`src/rtl/fifo_rr_reader.sv`:
```
// Round-robin read arbiter: drains four upstream FIFOs into four downstream
// FIFOs, routing each word by its two MSBs and stalling on downstream almost-full.
module fifo_rr_reader #(
    parameter int DATA_SIZE = 12,
    parameter int NUM_FIFOS = 4
) (
    input  logic                           clk,
    input  logic                           reset_L,
    input  logic                           enable,
    input  logic [NUM_FIFOS-1:0]           fifo_empty,
    input  logic [NUM_FIFOS-1:0]           fifo_valid,
    input  logic [NUM_FIFOS*DATA_SIZE-1:0] fifo_data,
    input  logic [NUM_FIFOS-1:0]           out_almost_full,
    output logic [NUM_FIFOS-1:0]           read,
    output logic [NUM_FIFOS-1:0]           push,
    output logic [DATA_SIZE-1:0]           data_out,
    output logic                           idle,
    output logic [15:0]                    words_fwd
);

    typedef enum logic [1:0] {
        IDLE  = 2'd0,
        RUN   = 2'd1,
        PAUSE = 2'd2
    } state_t;

    function automatic logic [NUM_FIFOS-1:0] onehot4(input logic [1:0] sel);
        logic [NUM_FIFOS-1:0] v;
        case (sel)
            2'd0:    v = 4'b0001;
            2'd1:    v = 4'b0010;
            2'd2:    v = 4'b0100;
            2'd3:    v = 4'b1000;
            default: v = 4'b0000;
        endcase
        return v;
    endfunction

    state_t                 state_r;
    state_t                 state_next_s;
    logic [1:0]             rr_ptr_r;
    logic [1:0]             grant_s;
    logic [1:0]             scan_idx_s;
    logic                   grant_vld_s;
    logic                   stall_s;
    logic                   any_ready_s;
    logic                   issue_s;
    logic                   rd_pend_r;
    logic [1:0]             rd_sel_r;
    logic                   cap_s;
    logic [DATA_SIZE-1:0]   cap_word_s;
    logic [NUM_FIFOS-1:0]   push_r;
    logic [NUM_FIFOS-1:0]   push_next_s;
    logic [DATA_SIZE-1:0]   data_out_r;
    logic [DATA_SIZE-1:0]   data_next_s;
    logic [15:0]            words_fwd_r;
    logic [15:0]            words_next_s;
    logic                   idle_r;
    logic                   idle_next_s;

    assign stall_s     = |out_almost_full;
    assign any_ready_s = ~(&fifo_empty);
    // Stall is part of the issue term so a rising almost-full blocks reads in the same cycle.
    assign issue_s     = (state_r == RUN) && enable && !stall_s && grant_vld_s;
    assign read        = issue_s ? onehot4(grant_s) : {NUM_FIFOS{1'b0}};
    assign cap_s       = rd_pend_r && fifo_valid[rd_sel_r];
    assign cap_word_s  = fifo_data[int'(rd_sel_r)*DATA_SIZE +: DATA_SIZE];

    assign push      = push_r;
    assign data_out  = data_out_r;
    assign words_fwd = words_fwd_r;
    assign idle      = idle_r;

    // Round-robin scan: offsets 4..1 from rr_ptr, the last (smallest offset) hit wins.
    always_comb begin
        grant_s     = rr_ptr_r;
        grant_vld_s = 1'b0;
        scan_idx_s  = rr_ptr_r;
        for (int off = NUM_FIFOS; off >= 1; off--) begin
            scan_idx_s  = rr_ptr_r + 2'(off);
            grant_s     = fifo_empty[scan_idx_s] ? grant_s : scan_idx_s;
            grant_vld_s = grant_vld_s | ~fifo_empty[scan_idx_s];
        end
    end

    // FSM next-state logic.
    always_comb begin
        state_next_s = state_r;
        case (state_r)
            IDLE: begin
                if (enable && any_ready_s) begin
                    state_next_s = stall_s ? PAUSE : RUN;
                end else begin
                    state_next_s = IDLE;
                end
            end
            RUN: begin
                if (stall_s) begin
                    state_next_s = PAUSE;
                end else if (!any_ready_s || !enable) begin
                    state_next_s = IDLE;
                end else begin
                    state_next_s = RUN;
                end
            end
            PAUSE: begin
                if (stall_s) begin
                    state_next_s = PAUSE;
                end else if (enable && any_ready_s) begin
                    state_next_s = RUN;
                end else begin
                    state_next_s = IDLE;
                end
            end
            default: state_next_s = IDLE;
        endcase
    end

    // Capture stage next values; idle is derived from next-cycle values so it is exact when registered.
    always_comb begin
        push_next_s  = {NUM_FIFOS{1'b0}};
        data_next_s  = data_out_r;
        words_next_s = words_fwd_r;
        if (cap_s) begin
            push_next_s  = onehot4(cap_word_s[DATA_SIZE-1 -: 2]);
            data_next_s  = cap_word_s;
            words_next_s = words_fwd_r + 16'd1;
        end else begin
            push_next_s  = {NUM_FIFOS{1'b0}};
            data_next_s  = data_out_r;
            words_next_s = words_fwd_r;
        end
        idle_next_s = (state_next_s == IDLE) && !issue_s && (push_next_s == {NUM_FIFOS{1'b0}});
    end

    // State, pointer, in-flight and output registers.
    always_ff @(posedge clk or negedge reset_L) begin
        if (!reset_L) begin
            state_r     <= IDLE;
            rr_ptr_r    <= 2'd3;
            rd_pend_r   <= 1'b0;
            rd_sel_r    <= 2'd0;
            push_r      <= {NUM_FIFOS{1'b0}};
            data_out_r  <= {DATA_SIZE{1'b0}};
            words_fwd_r <= 16'd0;
            idle_r      <= 1'b1;
        end else begin
            state_r     <= state_next_s;
            rd_pend_r   <= issue_s;
            if (issue_s) begin
                rr_ptr_r <= grant_s;
                rd_sel_r <= grant_s;
            end
            push_r      <= push_next_s;
            data_out_r  <= data_next_s;
            words_fwd_r <= words_next_s;
            idle_r      <= idle_next_s;
        end
    end

endmodule
```
`config.mk`:
```
export PLATFORM = sky130hd
export DESIGN_NAME = fifo_rr_reader
export DESIGN_NICKNAME = d
export VERILOG_FILES = /design/src/rtl/fifo_rr_reader.sv
export SDC_FILE = /design/constraint.sdc
export NUM_CORES = 1
export LEC_CHECK = 0
export CAP_MARGIN = 20
export CORE_MARGIN = 8
export CORE_UTILIZATION = 44
export DETAILED_ROUTE_END_ITERATION = 8
export MAX_ROUTING_LAYER = met4
export PLACE_DENSITY_LB_ADDON = 0.08
export SLEW_MARGIN = 30
export SYNTH_ARGS = -nofsm -noshare
export SYNTH_HDL_FRONTEND = slang
export SYNTH_SLANG_ARGS = --single-unit
```
`constraint.sdc`:
```
create_clock -name clk -period 2.95 [get_ports clk]
set_input_delay 0.59 -clock clk [delete_from_list [all_inputs] [get_ports clk]]
set_output_delay 0.59 -clock clk [all_outputs]
set_load 0.03 [all_outputs]
```
==> flow_metrics.tcl <==
set metrics [dict create \
    grt_use_total 0.159 \
    synth-edff-count 0 \
    synthTopCellsByArea "dfrtp_1, mux4_2, mux2_2" \
    path_common_cell "nor4_4" \
    fillers 384 \
    wl_per_cell_um 16.4 \
    overflow 0 \
    clockRootBuffer "clkbuf_8" \
    yosysWarnings 0 \
    synth_top_area_frac 0.444 \
    cpMaxStageDelayCell "clkdlybuf4s50_1" \
    antennaDiodeCount 0 \
    postCtsSetupRepairBufs 0 \
    gp_congestion 0.851 \
    hold_viol 0 \
    rows 25 \
    status "completed" \
    syn_area_sq_um 2090 \
    met3_usage 0.0492 \
    syn_inst 163 \
    dr.pass1.iters 4 \
    io_pins 100 \
    postRouteWirelength_um 5290 \
    synth_flop_cell "dfrtp_1" \
    clk-insertion-delay-late_ns 0.29 \
    die_x_um 84.9 \
    die_y_um 84.9 \
    slew-limit-headroom 0.559 \
    maxCapViolCount 0 \
    cts_tree "done" \
    drv_slew 0 \
    critPathArrivalTime_ns 2.23 \
    dp_hpwl_um 4290 \
    drtIter0Drc 44 \
    setup_viol_count_final 0 \
    synth-seq-cells 40 \
    end_kind "primary output" \
    hold_path.class "input port to async pin" \
    dpl.cell_count 314 \
    syn_avg_cell_area_sq_um 12.8 \
    synth_common_cells "dfrtp_1, mux2_2, mux4_2, xnor2_1, nand2_1" \
    finalCritPeriodShare 0.957 \
    rsz0062_at_grt "no" \
    synth_seq_area_share 0.481 \
    area_growth_pct 56.2 \
    core_area_sq_um 4660 \
    cts_inserted_buffers 5 \
    die_area_sq_um 7200 \
    instances_no_fill 322 \
    vias 1691 \
    clkSinkCount 40 \
    via_per_inst 5.25 \
    clockBufferDepth 2 \
    synthArstFlopShare 1.00 \
    power_density_nw_per_um2 382 \
    drive_above_1_share 0.194 \
    grt_pass1_wl_um 8940 \
    critPathKind "input port to primary output" \
    grt_max_degree 41 \
    synth.most_common_cell "dfrtp_1" \
    yosysTopAreaCell "dfrtp_1" \
    slowest_delay_ns 0.44 \
    h-tree-depth 2 \
    grt_pass1_vias 1909 \
    setup-tns-final_ns 0 \
    worstMarginPinSlew_ns 0.662 \
    synth.distinct_cells 34 \
    min_period_ns 2.82 \
    cts_resized 0 \
    antenna_found_initial 0 \
    use_met2 0.268 \
    whs_ns 0.259 \
    fmaxAchievable_mhz 354 \
    required_ns 2.36 \
    ant_nets 0 \
    place.port_buffers 99 \
    irDropWorstVdd_mv 0.298 \
    grtUsageMet1 0.175 \
    drc 0 \
    start_util 0.448 \
    crit_chain "clkdlybuf4s50_1, nor4_4, o2111ai_4, nor4_4, nor2b_1, buf_4" \
    start_kind "input port" \
    leakagePower_nw 1.35 \
    final_nets 331 \
    grt_busiest_layer "met2" \
    crit_path_max_fanout 4 \
    ctsHoldBuffers 0 \
    fin_skew_ns 0.00544 \
    syn-num-nets 227 \
    path_clk_slew_ns 0.08 \
]
==> report_power, final <==
part / internal, mW / switching, mW / leakage [nW]
clock: 0.277 / 0.190 / 0.0614
combinational: 0.125 / 0.0776 / 0.785
sequential: 0.565 / 0.0119 / 0.506
total: 0.966 / 0.280 / 1.35
==> cell type report <==
type / count / area (sq um) / share of cell area
flip-flops and latches: 40 / 1000 / 0.308
well taps: 54 / 67.6 / 0.0207
repair buffers: 105 / 1020 / 0.314
clock inverters: 2 / 38.8 / 0.0119
multi-input cells: 108 / 1020 / 0.312
clock buffers: 6 / 82.6 / 0.0253
inverters: 7 / 26.3 / 0.00806
==> stage by stage <==
stage	worst slack [ns]	area (sq um)	utilization	power (mW)
final	0.126	3260	0.699	1.25
after global routing	0.0475	3260	0.699	1.30
after CTS	0.0257	3260	0.699	1.26
after detailed placement	0.0289	3140	0.673	0.792
after global placement	0.0969	3140	0.673	0.788
after floorplan	0.351	2090	-	0.657
==> state kept, by name, indices dropped and copies added (netlist names) <==
register and cells:
push 4, state_r 2, rd_sel_r 2, rd_pend_r 1, rr_ptr_r 2, words_fwd 16, idle 1, data_out 12
==> final timing paths <==
kind	startpoint	endpoint	slack, ns	cells after the start
hold reg to reg	words_fwd[15]	words_fwd[15]	0.48	1
max in group asynchronous	reset_L	rr_ptr_r[0]	2.32	1
setup reg to reg	rd_sel_r[1]	words_fwd[6]	0.98	5
hold / removal	reset_L	data_out[11]	0.26	1
min in group clk	words_fwd[15]	words_fwd[15]	0.48	1
setup / recovery	out_almost_full[1]	read[0]	0.13	6
==> cells by family after synthesis <==
logic type | synth area share
flip-flops | 0.481
buffers and inverters | 0.0318
adder cells (fa/ha/maj) | 0.00599
AND/OR/NAND/NOR | 0.153
XOR/XNOR | 0.0630
AO/OA/AOI/OAI | 0.0558
multiplexers | 0.209
==> critical path, delay by kind of cell <==
family                 cells  cell delay, ns
AO/OA/AOI/OAI              1            0.20
buffers and inverters      2            0.61
AND/OR/NAND/NOR            3            0.84
==> routing by layer <==
metal | share of wire | vias up | wire length [um]
met4 | 0.011 | 0 | 60
met3 | 0.067 | 8 | 352
met1 | 0.41 | 811 | 2160
li1 | - | 803 | -
met5 | 0 | - | 0
met2 | 0.51 | 69 | 2710
==> placed cells by master (no fill, tap or decap), drive strengths merged, types with 2 or more instances in the layout <==
cell / netlist / layout
clkbuf: 2 / 6
a21oi: 5 / 5
nor3b: 3 / 3
xor2: 3 / 3
nor3: 3 / 3
nand2b: 5 / 5
dfstp: 3 / 3
nand2: 8 / 8
mux2i: 2 / 2
inv: 7 / 7
nor2: 4 / 4
dfrtp: 37 / 37
nor4: 2 / 2
and3: 6 / 6
mux4: 12 / 12
xnor2: 12 / 12
buf: 6 / 11
nand4: 5 / 5
mux2: 13 / 13
clkdlybuf4s50: 0 / 94
nand3: 4 / 4
nor2b: 3 / 3
and4: 4 / 4
o21ai: 4 / 4
(Power assumes the default switching activity.)
